<file path="src/rtl/can_pkg.sv">
// Shared CAN definitions: field widths, CRC-15 polynomial, receiver states and error codes.
package can_pkg;

   localparam logic [14:0] CRC15_POLY  = 15'h4599;
   localparam int          ID_W        = 11;
   localparam int          DLC_W       = 4;
   localparam int          DATA_W      = 64;
   localparam int          CRC_W       = 15;
   localparam int          STUFF_LIMIT = 5;
   localparam int          HDR_BITS    = ID_W + 3 + DLC_W;

   typedef enum logic [1:0] {
      IDLE,
      RECV,
      CRC_DELIM,
      WAIT_IDLE
   } rx_state_t;

   localparam logic [1:0] ERR_NONE  = 2'b00;
   localparam logic [1:0] ERR_STUFF = 2'b01;
   localparam logic [1:0] ERR_FORM  = 2'b10;

   // One serial step of the CAN CRC-15 register; shared by receiver and transmitter.
   function automatic logic [CRC_W-1:0] crc15_step(input logic [CRC_W-1:0] c, input logic b);
      logic [CRC_W-1:0] s;
      s = {c[CRC_W-2:0], 1'b0};
      if ((b ^ c[CRC_W-1]) == 1'b1) begin
         s = s ^ CRC15_POLY;
      end
      return s;
   endfunction

endpackage

</file>
<file path="src/rtl/can_rx_if.sv">
// Receiver-side bus bundle: the serial CAN line in, decoded frame and status out.
interface can_rx_if;
   import can_pkg::*;

   logic              rx;
   logic              busy;
   logic              rx_valid;
   logic [ID_W-1:0]   rx_id;
   logic [DLC_W-1:0]  rx_dlc;
   logic [DATA_W-1:0] rx_data;
   logic [CRC_W-1:0]  rx_crc;
   logic              rx_crc_err;
   logic              rx_err;
   logic [1:0]        rx_err_code;

   modport master (
      output rx,
      input  busy, rx_valid, rx_id, rx_dlc, rx_data, rx_crc, rx_crc_err, rx_err, rx_err_code
   );

   modport slave (
      input  rx,
      output busy, rx_valid, rx_id, rx_dlc, rx_data, rx_crc, rx_crc_err, rx_err, rx_err_code
   );

endinterface

</file>
<file path="src/rtl/can_crc15.sv">
// Serial CAN CRC-15 accumulator, one bit per enabled clock; clear has priority over en.
module can_crc15
   import can_pkg::*;
(
   input  logic             clk,
   input  logic             rst_n,
   input  logic             clear,
   input  logic             en,
   input  logic             bit_in,
   output logic [CRC_W-1:0] crc
);

   logic [CRC_W-1:0] r_crc;

   always_ff @(posedge clk or negedge rst_n) begin
      if (!rst_n) begin
         r_crc <= '0;
      end else if (clear) begin
         r_crc <= '0;
      end else if (en) begin
         r_crc <= crc15_step(r_crc, bit_in);
      end
   end

   assign crc = r_crc;

endmodule

</file>
<file path="src/rtl/can_rx.sv">
// CAN 2.0A base-frame receiver at one bit per clock: destuffs SOF..CRC, assembles
// the fields, checks the CRC delimiter and CRC-15, then waits for bus idle.
module can_rx
   import can_pkg::*;
#(
   parameter int IDLE_BITS = 3,
   parameter bit CRC_EN    = 1'b1
) (
   input logic     clk,
   input logic     rst_n,
   can_rx_if.slave bus
);

   localparam int            IW        = $clog2(IDLE_BITS + 1);
   localparam logic [IW-1:0] IDLE_LAST = IW'(IDLE_BITS - 1);

   logic              r_rxMeta, r_rxSync;
   rx_state_t         r_state, w_nextState;
   logic [6:0]        r_bitCnt;
   logic              r_lastBit;
   logic [2:0]        r_sameCnt;
   logic [ID_W-1:0]   r_id;
   logic [DLC_W-1:0]  r_dlc;
   logic [DATA_W-1:0] r_data;
   logic [CRC_W-1:0]  r_crcRx;
   logic [IW-1:0]     r_idleCnt;

   logic              r_valid, r_err, r_crcErr;
   logic [1:0]        r_errCode;
   logic [ID_W-1:0]   r_outId;
   logic [DLC_W-1:0]  r_outDlc;
   logic [DATA_W-1:0] r_outData;
   logic [CRC_W-1:0]  r_outCrc;

   logic              w_bit, w_stuffPos, w_crcEn;
   logic              w_sof, w_take, w_stuffErr, w_formErr, w_frameOk;
   logic [3:0]        w_dataBytes;
   logic [6:0]        w_dataEnd, w_crcLast;
   logic [5:0]        w_dataIdx, w_dataPos;
   logic [CRC_W-1:0]  w_crc;

   assign w_bit       = r_rxSync;
   assign w_stuffPos  = (r_sameCnt == 3'(STUFF_LIMIT));
   assign w_dataBytes = (r_dlc > 4'd8) ? 4'd8 : r_dlc;
   assign w_dataEnd   = 7'(HDR_BITS) + {w_dataBytes, 3'b000};
   assign w_crcLast   = w_dataEnd + 7'(CRC_W - 1);
   // Byte k of the payload lands in [8k+7:8k] with its first-received bit at the top.
   assign w_dataIdx   = 6'(r_bitCnt - 7'(HDR_BITS));
   assign w_dataPos   = {w_dataIdx[5:3], ~w_dataIdx[2:0]};
   assign w_crcEn     = w_take && (r_bitCnt < w_dataEnd);

   always_ff @(posedge clk or negedge rst_n) begin
      if (!rst_n) begin
         r_rxMeta <= 1'b1;
         r_rxSync <= 1'b1;
         r_state  <= IDLE;
      end else begin
         r_rxMeta <= bus.rx;
         r_rxSync <= r_rxMeta;
         r_state  <= w_nextState;
      end
   end

   always_comb begin
      w_nextState = r_state;
      w_sof       = 1'b0;
      w_take      = 1'b0;
      w_stuffErr  = 1'b0;
      w_formErr   = 1'b0;
      w_frameOk   = 1'b0;
      case (r_state)
         IDLE: begin
            if (!w_bit) begin
               w_sof       = 1'b1;
               w_nextState = RECV;
            end
         end
         RECV: begin
            if (w_stuffPos) begin
               if (w_bit == r_lastBit) begin
                  w_stuffErr  = 1'b1;
                  w_nextState = WAIT_IDLE;
               end
            end else begin
               w_take = 1'b1;
               if (r_bitCnt == w_crcLast) begin
                  w_nextState = CRC_DELIM;
               end
            end
         end
         CRC_DELIM: begin
            w_frameOk   = w_bit;
            w_formErr   = ~w_bit;
            w_nextState = WAIT_IDLE;
         end
         WAIT_IDLE: begin
            if (w_bit && (r_idleCnt == IDLE_LAST)) begin
               w_nextState = IDLE;
            end
         end
         default: w_nextState = IDLE;
      endcase
   end

   always_ff @(posedge clk or negedge rst_n) begin
      if (!rst_n) begin
         r_bitCnt  <= '0;
         r_lastBit <= 1'b0;
         r_sameCnt <= '0;
         r_id      <= '0;
         r_dlc     <= '0;
         r_data    <= '0;
         r_crcRx   <= '0;
      end else if (w_sof) begin
         r_bitCnt  <= '0;
         r_lastBit <= 1'b0;
         r_sameCnt <= 3'd1;
         r_id      <= '0;
         r_dlc     <= '0;
         r_data    <= '0;
         r_crcRx   <= '0;
      end else if (r_state == RECV) begin
         if (w_stuffPos) begin
            r_lastBit <= w_bit;
            r_sameCnt <= 3'd1;
         end else begin
            r_sameCnt <= (w_bit == r_lastBit) ? r_sameCnt + 3'd1 : 3'd1;
            r_lastBit <= w_bit;
            r_bitCnt  <= r_bitCnt + 7'd1;
            if (r_bitCnt < 7'(ID_W)) begin
               r_id <= {r_id[ID_W-2:0], w_bit};
            end else if (r_bitCnt < 7'(HDR_BITS - DLC_W)) begin
               r_id <= r_id;
            end else if (r_bitCnt < 7'(HDR_BITS)) begin
               r_dlc <= {r_dlc[DLC_W-2:0], w_bit};
            end else if (r_bitCnt < w_dataEnd) begin
               r_data[w_dataPos] <= w_bit;
            end else begin
               r_crcRx <= {r_crcRx[CRC_W-2:0], w_bit};
            end
         end
      end
   end

   always_ff @(posedge clk or negedge rst_n) begin
      if (!rst_n) begin
         r_idleCnt <= '0;
      end else if ((r_state != WAIT_IDLE) || !w_bit) begin
         r_idleCnt <= '0;
      end else begin
         r_idleCnt <= r_idleCnt + 1'b1;
      end
   end

   // Decoded fields only move on a good frame so they hold across errors.
   always_ff @(posedge clk or negedge rst_n) begin
      if (!rst_n) begin
         r_valid   <= 1'b0;
         r_err     <= 1'b0;
         r_errCode <= ERR_NONE;
         r_crcErr  <= 1'b0;
         r_outId   <= '0;
         r_outDlc  <= '0;
         r_outData <= '0;
         r_outCrc  <= '0;
      end else begin
         r_valid <= w_frameOk;
         r_err   <= w_stuffErr | w_formErr;
         if (w_stuffErr) begin
            r_errCode <= ERR_STUFF;
         end else if (w_formErr) begin
            r_errCode <= ERR_FORM;
         end
         if (w_frameOk) begin
            r_outId   <= r_id;
            r_outDlc  <= r_dlc;
            r_outData <= r_data;
            r_outCrc  <= r_crcRx;
            r_crcErr  <= CRC_EN && (r_crcRx != w_crc);
         end
      end
   end

   can_crc15 u_crc (
      .clk    (clk),
      .rst_n  (rst_n),
      .clear  (w_sof),
      .en     (w_crcEn),
      .bit_in (w_bit),
      .crc    (w_crc)
   );

   assign bus.busy        = (r_state != IDLE);
   assign bus.rx_valid    = r_valid;
   assign bus.rx_id       = r_outId;
   assign bus.rx_dlc      = r_outDlc;
   assign bus.rx_data     = r_outData;
   assign bus.rx_crc      = r_outCrc;
   assign bus.rx_crc_err  = r_crcErr;
   assign bus.rx_err      = r_err;
   assign bus.rx_err_code = r_errCode;

endmodule

</file>
<file path="src/flat_wrapper.sv">
// flat-port wrapper written by rule: the top's interface ports become plain ports
module can_rx_flat import can_pkg::*;
#(
   parameter int IDLE_BITS = 3,
   parameter bit CRC_EN    = 1'b1
)
  (clk, rst_n, bus_rx, bus_busy, bus_rx_valid, bus_rx_id, bus_rx_dlc, bus_rx_data, bus_rx_crc, bus_rx_crc_err, bus_rx_err, bus_rx_err_code);
  can_rx_if bus_i ();
  input logic clk;
  input logic rst_n;
  input wire logic [$bits(bus_i.rx)-1:0] bus_rx;
  output wire logic [$bits(bus_i.busy)-1:0] bus_busy;
  output wire logic [$bits(bus_i.rx_valid)-1:0] bus_rx_valid;
  output wire logic [$bits(bus_i.rx_id)-1:0] bus_rx_id;
  output wire logic [$bits(bus_i.rx_dlc)-1:0] bus_rx_dlc;
  output wire logic [$bits(bus_i.rx_data)-1:0] bus_rx_data;
  output wire logic [$bits(bus_i.rx_crc)-1:0] bus_rx_crc;
  output wire logic [$bits(bus_i.rx_crc_err)-1:0] bus_rx_crc_err;
  output wire logic [$bits(bus_i.rx_err)-1:0] bus_rx_err;
  output wire logic [$bits(bus_i.rx_err_code)-1:0] bus_rx_err_code;
  assign bus_i.rx = bus_rx;
  assign bus_busy = bus_i.busy;
  assign bus_rx_valid = bus_i.rx_valid;
  assign bus_rx_id = bus_i.rx_id;
  assign bus_rx_dlc = bus_i.rx_dlc;
  assign bus_rx_data = bus_i.rx_data;
  assign bus_rx_crc = bus_i.rx_crc;
  assign bus_rx_crc_err = bus_i.rx_crc_err;
  assign bus_rx_err = bus_i.rx_err;
  assign bus_rx_err_code = bus_i.rx_err_code;
  can_rx #(.IDLE_BITS(IDLE_BITS), .CRC_EN(CRC_EN)) u_core (.clk(clk), .rst_n(rst_n), .bus(bus_i));
endmodule
</file>
<file path="config.mk">
export PLATFORM = sky130hd
export DESIGN_NAME = can_rx_flat
export DESIGN_NICKNAME = d
export VERILOG_FILES = /design/src/rtl/can_pkg.sv /design/src/rtl/can_rx_if.sv /design/src/rtl/can_crc15.sv /design/src/rtl/can_rx.sv /design/src/flat_wrapper.sv
export SDC_FILE = /design/constraint.sdc
export NUM_CORES = 1
export LEC_CHECK = 0
export CORE_MARGIN = 8
export CORE_UTILIZATION = 61
export DETAILED_ROUTE_END_ITERATION = 7
export PLACE_DENSITY_LB_ADDON = 0.25
export SYNTH_ARGS = -nofsm -noshare
export SYNTH_HDL_FRONTEND = slang
export SYNTH_HIERARCHICAL = 1
export SYNTH_SLANG_ARGS = --single-unit
</file>
<file path="constraint.sdc">
create_clock -name clk -period 4.4 [get_ports clk]
set_clock_uncertainty 0.05 [all_clocks]
set_input_delay 0.44 -clock clk [delete_from_list [all_inputs] [get_ports clk]]
set_output_delay 0.44 -clock clk [all_outputs]
set_load 0.02 [all_outputs]
</file>
==> results.json <==
{
  "clock_latency_ns": 0.52,
  "worstPathCellList": "nor2b_1 -> ha_1 -> inv_1 -> ha_1 -> a21o_1 -> a21oi_1 -> and3_2 -> nand4_1 -> mux2i_1",
  "cts_tree": "yes",
  "synthCells": 844,
  "dpl.hpwl_um": 14360,
  "fin_ws_ns": 1.002,
  "synth.distinct_cells": 54,
  "irDropWorstVdd_mv": 0.4036,
  "required_ns": 4.71,
  "cap_violations": 0,
  "synthSimpleGateAreaFrac_pct": 12.35,
  "drtPass1Iterations": 8,
  "synthArstFlopShare_pct": 100.0,
  "grt_start_max_net_pins": 115,
  "synth_fa_ha_area_share_pct": 1.984,
  "root_buffer": "clkbuf_16",
  "drv_slew": 0,
  "area_growth_pct": 18.45,
  "grt_usage_pct": 21.73,
  "drive_gt1_share_pct": 16.76,
  "path_class": "flip-flop to flip-flop",
  "grt_pass1_wl_um": 36340,
  "syn-cell-area_sq_mm": 0.01009,
  "tns_ns": 0,
  "end_kind": "flip-flop",
  "yosys.area.top_type_share_pct": 55.31,
  "synth_mux_area_share_pct": 20.33,
  "synth_fp_nets": 863,
  "viasPerCell": 5.844,
  "drtAntennaViolNets": 0,
  "synth_area_leader_cell": "dfrtp_1",
  "portBuffers": 102,
  "wl_per_cell_um": 19.25,
  "r2r_start": "u_core/r_dlc[3]",
  "cpPeakStageDelay_ns": 0.98,
  "synth_commonest_cells": "223 x dfrtp_1, 98 x mux2i_1, 95 x mux2_2",
  "critPathSlowestCell": "and3_2",
  "synthFlopType": "dfrtp_1",
  "final.min_clock_period_ns": 3.398,
  "place_area_sq_mm": 0.01116,
  "power_density_mw_per_mm2": 484.9,
  "fp.dieW_um": 144.6,
  "synth_top_family_by_area": "multiplexers",
  "gp_congestion": 0.7911,
  "core_area_sq_mm": 0.01635,
  "yosysMostFrequentCell": "dfrtp_1",
  "antenna_found_initial": 0,
  "r2r.worst_path.cells": 9,
  "min_path_cells": 0,
  "start_util_pct": 61.71,
  "nets": 940,
  "timing.hold.ws_ns": 0.3094,
  "min_from": "u_core/r_rxMeta",
  "cts_max_level": 1,
  "ys_ff_latch": 225,
  "max_freq_mhz": 294.3,
  "cts_buffers": 24,
  "critPathMaxFanout": 65,
  "core.rowCount": 47,
  "drtIter0Drc": 432,
  "cpLargestDelayFamily": "simple AND/OR/NAND/NOR gates",
  "rr_endpoint": "u_core/r_data[56]",
  "ys_top_cells_by_area": "dfrtp_1 55%, mux2_2 11%, mux2i_1 9.7%, nand2_1 3.1%, nand4_1 2.6%",
  "path_buf_inv": 1,
  "start_kind": "flip-flop",
  "pin_count": 103,
  "synth_edf_count": 0,
  "clkSlewWorstSetupHoldPaths_ns": 0.06,
  "slew_headroom_pct": 25.88,
  "clockBufferDepth": 3,
  "seq_area_frac_synth_pct": 55.84,
  "diodes": 0,
  "grt_pass1_vias": 7080,
  "avgSynthCellArea_sq_um": 11.95,
  "cts_sinks": 225,
  "dieArea_sq_mm": 0.02091,
  "setup_viol": 0,
  "status": "finished, final reports clean",
  "cpMostUsedCell": "ha_1",
  "finalHoldViolations": 0,
  "cp.arrival_ns": 3.70,
  "final_area_sq_mm": 0.01195,
  "yosysWarnings": 6,
  "vias": 6762,
  "hold_end": "u_core/r_rxSync",
  "period_share_pct": 77.23,
  "worst_slew_pin_slew_ns": 1.112,
  "fp.dieH_um": 144.6,
  "cts_setup_buffers": 0,
  "grt-ovfl-total": 0,
  "hold_class": "flip-flop to flip-flop",
  "drc_errors": 0,
  "synth_xor_xnor_area_share_pct": 2.084,
  "fin_cells": 1157,
  "wl_um": 22270,
  "rsz0062_at_grt": "no",
  "dp.cells": 1114,
  "p_leak_nw": 5.926,
  "fill_cells": 1125,
  "report.power.total_mw": 5.795,
  "dp_slack_ns": 1.133,
  "post-route-util_pct": 73.10,
  "synth_compound_area_share_pct": 3.535,
  "r2r_slack_ns": 1.00
}
[cells by family after synthesis]
kind of cell	after synthesis
and+or+nand+nor	258
muxes	193
xor gates and xnor gates	24
adders and majority gates	16
DFF	225
AOI/OAI and AO/OA	48
buffers and inverters	80
[cell usage in the layout, fill, tap and decap left out, types with 15 or more instances in the layout]
cell,instances
mux2i_1,98
nand2_1,82
ha_1,16
dfrtp_1,223
xor2_1,15
nand4_1,42
clkdlybuf4s50_1,101
mux2_2,95
nor2_1,63
nand3_1,28
clkbuf_16,24
[area by class of cell]
cell class | instances | area [sq um] | area share, %
multi-input combinational | 539 | 4079 | 34.13
timing repair buffer | 114 | 1119 | 9.360
clock buffer | 33 | 674.4 | 5.643
sequential | 225 | 5633 | 47.14
inverter | 17 | 63.81 | 0.5340
clock inverter | 9 | 106.4 | 0.8900
tap | 220 | 275.3 | 2.303
[worst max path at each step]
stage,start,endpoint,slack (ns),cells after the start
after floorplan,u_core/r_dlc[2],u_core/u_crc/crc[11],2.05,11
after global placement,u_core/r_dlc[3],u_core/r_data[63],1.26,9
after detailed placement,u_core/r_dlc[3],u_core/r_data[36],1.13,9
after CTS,u_core/r_dlc[3],u_core/r_data[56],1.09,9
after global routing,u_core/r_dlc[3],u_core/r_data[21],0.85,9
final,u_core/r_dlc[3],u_core/r_data[56],1.00,9
[timing repair]
item	in CTS	in global routing
hold buffers	1	0
setup endpoints to repair	0	0
resized for setup	0	0
hold endpoints to repair	81	0
[report_power, final]
group | switching (mW) | internal, mW
clock network | 0.789 | 1.19
registers | 0.188 | 2.26
logic | 0.830 | 0.539
[flip-flops by register name, indices dropped and copies added, names as in the netlist, 2 cells and up]
register	flops
u_core/r_state	2
u_core/r_bitCnt	7
u_core/r_idleCnt	2
u_core/bus.rx_err_code	2
u_core/u_crc/crc	15
u_core/bus.rx_crc	15
u_core/r_crcRx	15
u_core/bus.rx_data	64
u_core/r_data	64
u_core/bus.rx_id	11
u_core/bus.rx_dlc	4
u_core/r_id	11
u_core/r_sameCnt	3
u_core/r_dlc	4
[metal layers]
layer	global-route usage, %	share of wire [%]
met5	0	0
met2	37.17	50
met4	7.174	2.3
met3	4.820	6.0
met1	26.81	41
(Power assumes the default switching activity.)
==> edit 1, RTL diff (config.mk and constraints unchanged) <==
Change the package constant `CRC_W` from 15 to 17.
--- a/src/rtl/can_pkg.sv
+++ b/src/rtl/can_pkg.sv
@@ -5,7 +5,7 @@
    localparam int          ID_W        = 11;
    localparam int          DLC_W       = 4;
    localparam int          DATA_W      = 64;
-   localparam int          CRC_W       = 15;
+   localparam int          CRC_W       = 17;
    localparam int          STUFF_LIMIT = 5;
    localparam int          HDR_BITS    = ID_W + 3 + DLC_W;
 
Ports: changed (resized bus_rx_crc); port bits go from 103 to 105. No check against the original RTL was run, so the function may have changed too.
==> edit 1 against the original RTL <==
The flow now finishes with violations (hold timing). Wire length grew 2.5%. Sequential cell count grew 6. Final cell count grew 1.7%. Final area grew 2.2%. Synthesized area grew 2.2%. Via count grew 3.8%. Power grew 2.9%. Setup slack gained 18 ps. Largest cell class unchanged.
==> edit 1: results (changes against the original RTL) <==
[status]
status = complete, but fails checks  ; was finished, final reports clean
violations = hold timing

[pwr]
switchingPower_uw = 1890  ; was 1810 uW
power_leakage_uw = 0.00605  ; was 0.00593 uW
power.density_mw_per_mm2 = 488  ; was 485 mW/mm^2
clkPwrFrac_pct = 32.7  ; was 34.1%
irDropWorstVdd_mv = 0.315  ; was 0.404 mV
pg_seq_uw = 2530  ; was 2450 uW

[final_layout]
fillers = 1101  ; was 1,125
fin_nets = 959  ; was 940
drive_above_1_share_pct = 15.9  ; was 16.8%

[worst_setup_path]
r2r_cells = 9  ; unchanged
critPathMaxFanout = 57  ; was 65
rr_endpoint = u_core/r_data[7]$_DFFE_PN0P_  ; was u_core/r_data[56]$_DFFE_PN0P_
slowest_delay_ps = 890  ; was 980 ps
reg2reg_from = u_core/r_dlc[2]$_DFFE_PN0P_  ; was u_core/r_dlc[3]$_DFFE_PN0P_
rrSetupSlack_ps = 1020  ; was 1000 ps
cp.arrival_ps = 3680  ; was 3700 ps
slowest_stage = and3b_2  ; was and3_2

[logic_synthesis]
synth_common_cells = dfrtp_1 (229), mux2i_1 (103), mux2_2 (97), nand2_1 (83), nor2_1 (67)  ; was dfrtp_1 (223), mux2i_1 (98), mux2_2 (95), nand2_1 (84), nor2_1 (63)
synth_compound_area_share_pct = 2.94  ; was 3.53%
ys_seq_area_share_pct = 56.1  ; was 55.8%
synthTopCellsByArea = dfrtp_1 (56%), mux2_2 (11%), mux2i_1 (10%)  ; was dfrtp_1 (55%), mux2_2 (11%), mux2i_1 (9.7%)
synth_nets = 880  ; was 863
async_flop_share_pct = 100  ; unchanged
yosysUniqueCellTypes = 55  ; was 54
yosysWarningCount = 6  ; unchanged
synth_fa_ha_area_share_pct = 1.94  ; was 1.98%
synthXorXnorAreaFrac_pct = 2.21  ; was 2.08%
synth_mux_area_share_pct = 20.6  ; was 20.3%

[grt]
use_met2_pct = 34.9  ; was 37.2%
grt_pass1_vias = 7191  ; was 7,080
grt_pass1_wl_mm = 37.9  ; was 36.3 mm
grt_usage_pct = 21.4  ; was 21.7%
grt_max_degree = 122  ; was 115
grtUsageMet1_pct = 27.7  ; was 26.8%
met3_usage_pct = 5.19  ; was 4.82%

[detailed_routing]
firstDrtPassIters = 6  ; was 8
wire_per_inst_um = 19.4  ; was 19.3 um
vias = 7021  ; was 6,762
drt_iter0_drc = 627  ; was 432

[clock_network]
cts.htree.levels = 1  ; unchanged
cts_resized = 0  ; unchanged
post-cts-setup-buffer-count = 0  ; unchanged
cts.root.buffer_cell = clkbuf_16  ; unchanged
numCtsBuffers = 24  ; unchanged

[min_path]
hold_path.class = input pin to asynchronous set/reset pin  ; was flip-flop to flip-flop

[timing]
hold_viol = 25  ; was 0
whs_ps = -37.8  ; was 309 ps
tightest_slew_ps = 970  ; was 1110 ps

[placed_design]
post-dp-hpwl_mm = 14.6  ; was 14.4 mm
dpl_worst_slack_ps = 1070  ; was 1130 ps
gp_congestion = 0.841  ; was 0.791
portBuffers = 104  ; was 102

[edit 1: cell count changes after synthesis, moves of 6 or more]
cell | unedited run | this run
buf_1 | 2 | 11
o311ai_1 | 0 | 6
dfrtp_1 | 223 | 229
nand3_1 | 28 | 22
[edit 1: per-stage QoR]
| step | instances | utilization (%) | instance area [um^2] |
|---|---|---|---|
| after detailed placement | 1134 | 69.1 | 11500 |
| after CTS | 1177 | 73.7 | 12200 |
| final | 1177 | 73.7 | 12200 |
| after global routing | 1177 | 73.7 | 12200 |
| after floorplan | 861 | - | 10300 |
| after global placement | 1134 | 69.1 | 11500 |
[edit 1: worst max-delay path by stage]
stage                                     start  slack (ps)  depth (start not counted)                       endpoint
floorplan           u_core/r_dlc[2]$_DFFE_PN0P_        1970                         11  u_core/r_data[55]$_DFFE_PN0P_
global placement    u_core/r_dlc[3]$_DFFE_PN0P_        1280                          9  u_core/r_data[63]$_DFFE_PN0P_
detailed placement  u_core/r_dlc[3]$_DFFE_PN0P_        1070                          9   u_core/r_data[4]$_DFFE_PN0P_
CTS                 u_core/r_dlc[3]$_DFFE_PN0P_        1050                          9   u_core/r_data[4]$_DFFE_PN0P_
global route        u_core/r_dlc[3]$_DFFE_PN0P_         800                          9   u_core/r_data[4]$_DFFE_PN0P_
finish              u_core/r_dlc[2]$_DFFE_PN0P_        1020                          9   u_core/r_data[7]$_DFFE_PN0P_
[edit 1: area by class of cell]
cell class	instances	area share, %
inverters	17	0.522
clock buffers	39	5.88
well taps	220	2.25
clock inverters	4	0.369
flip-flops and latches	231	47.3
multi-input cells	550	34.2
repair buffers	116	9.40
[edit 1: routing by layer]
metal,part of all wire [%],up-vias
met2,49,269
met1,41,3531
li1,-,3175
met5,0,-
met3,7.7,46
met4,2.2,0
==> edit 2, RTL diff (same flow settings) <==
Made on the original files. Make the reset (`rst_n`) synchronous in 5 clocked blocks.
--- a/src/rtl/can_crc15.sv
+++ b/src/rtl/can_crc15.sv
@@ -12,7 +12,7 @@
 
    logic [CRC_W-1:0] r_crc;
 
-   always_ff @(posedge clk or negedge rst_n) begin
+   always_ff @(posedge clk) begin
       if (!rst_n) begin
          r_crc <= '0;
       end else if (clear) begin
--- a/src/rtl/can_rx.sv
+++ b/src/rtl/can_rx.sv
@@ -49,7 +49,7 @@
    assign w_dataPos   = {w_dataIdx[5:3], ~w_dataIdx[2:0]};
    assign w_crcEn     = w_take && (r_bitCnt < w_dataEnd);
 
-   always_ff @(posedge clk or negedge rst_n) begin
+   always_ff @(posedge clk) begin
       if (!rst_n) begin
          r_rxMeta <= 1'b1;
          r_rxSync <= 1'b1;
@@ -102,7 +102,7 @@
       endcase
    end
 
-   always_ff @(posedge clk or negedge rst_n) begin
+   always_ff @(posedge clk) begin
       if (!rst_n) begin
          r_bitCnt  <= '0;
          r_lastBit <= 1'b0;
@@ -142,7 +142,7 @@
       end
    end
 
-   always_ff @(posedge clk or negedge rst_n) begin
+   always_ff @(posedge clk) begin
       if (!rst_n) begin
          r_idleCnt <= '0;
       end else if ((r_state != WAIT_IDLE) || !w_bit) begin
@@ -153,7 +153,7 @@
    end
 
    // Decoded fields only move on a good frame so they hold across errors.
-   always_ff @(posedge clk or negedge rst_n) begin
+   always_ff @(posedge clk) begin
       if (!rst_n) begin
          r_valid   <= 1'b0;
          r_err     <= 1'b0;
Function: differs if rst_n is asserted again (counterexample within 4 cycles, from zero or initial values and one cycle with rst_n low); with rst_n held inactive, the same outputs for 4 cycles.
==> edit 2 against the original RTL <==
Synthesized area is 6.5% lower. Die area fell by 5.8%. Sequential cell count is the same. Largest cell class is now multi-input gates. Sequential share of layout area fell by 6.5 points. Wire length is 6.9% lower. Final area down 7.2%. Setup slack improved by 470 ps.
Power is not compared: it rests on default switching activity, and its combinational part moved more than twofold at a synthesized area within 25%.
==> edit 2: results (changes against the original RTL) <==
[clock_network]
worstSkewPairLatency_ps = 500  ; was 520 ps

[logic_synthesis]
synth_ff_type = dfxtp_1  ; was dfrtp_1
ys_seq_area_share_pct = 47.8  ; was 55.8%
async_flop_share_pct = 0  ; was 100%
synth_common_cells = nand2_1 (338), dfxtp_1 (225), a21boi_0 (94), mux2i_1 (87), clkbuf_1 (55)  ; was dfrtp_1 (223), mux2i_1 (98), mux2_2 (95), nand2_1 (84), nor2_1 (63)

[final_layout]
clock_area_share_pct = 6.03  ; was 6.53%
fin_nets = 1149  ; was 940
nClkBuffers = 36  ; was 33
drive_above_1_share_pct = 5.86  ; was 16.8%
seq_area_mm2 = 0.00450  ; was 0.00563 mm^2
final_core_utilization_pct = 73.2  ; was 73.1%
fin_cells = 1332  ; was 1,157
nonClkBufAreaFrac_pct = 9.81  ; was 9.36%
multi_input_area_share_pct = 41.1  ; was 34.1%
multi_input_comb_cells = 760  ; was 539
buffers_excl_clock = 110  ; was 114

[detailed_routing]
vias = 7239  ; was 6,762
drt_iter0_drc = 465  ; was 432
routed_wirelength_mm = 20.7  ; was 22.3 mm
firstDrtPassIters = 5  ; was 8

[worst_setup_path]
slowest_delay_ps = 450  ; was 980 ps
critPathMaxFanout = 8  ; was 65
cp.arrival_ps = 3310  ; was 3700 ps
slowest_stage = dfxtp_1  ; was and3_2

[grt]
grt_usage_pct = 20.7  ; was 21.7%
grt_pass1_vias = 7058  ; was 7,080
grt_max_degree = 103  ; was 115

[timing]
period_share_pct = 66.6  ; was 77.2%
whs_ps = 237  ; was 309 ps

[placed_design]
place_area_mm2 = 0.0104  ; was 0.0112 mm^2
gp_congestion = 0.817  ; was 0.791

[min_path]
hold_path.class = input pin to flip-flop  ; was flip-flop to flip-flop
hold_depth = 2  ; was 0

[status]
status = finished, final reports clean  ; unchanged

## edit 2: cell types whose count changed after synthesis, sizes merged, moves of 19 or more
cell / delta
mux2: -95
dfxtp: +225
nor2: -22
nand4: -32
clkbuf: +19
nand2: +256
dfrtp: -223
a21boi: +93
## edit 2: where the power goes
group / switching, uW / internal [uW] / total, uW
clock network: 744 / 1010 / 1760
registers: 59.6 / 2080 / 2140
logic: 386 / 195 / 581
## edit 2: cell families (layout without fill, tap and decap cells)
family / Yosys count / count (layout) / synth area share [%]
adders and majority gates: 16 / 16 / 2.12
buffers and inverters: 87 / 159 / 4.07
and+or+nand+nor: 480 / 480 / 22.9
muxes: 87 / 87 / 9.23
DFF: 225 / 225 / 47.8
AOI/OAI and AO/OA: 154 / 154 / 11.8
xor gates and xnor gates: 23 / 23 / 2.14
## edit 2: layer usage
layer  vias to the layer above  GRT usage, %  wire length [um]
met5                         -             0                 0
met4                         0          6.40               468
met3                        34          3.70              1040
met2                       170          34.9              9930
met1                      3374          26.2              9300
li1                       3661             -                 -
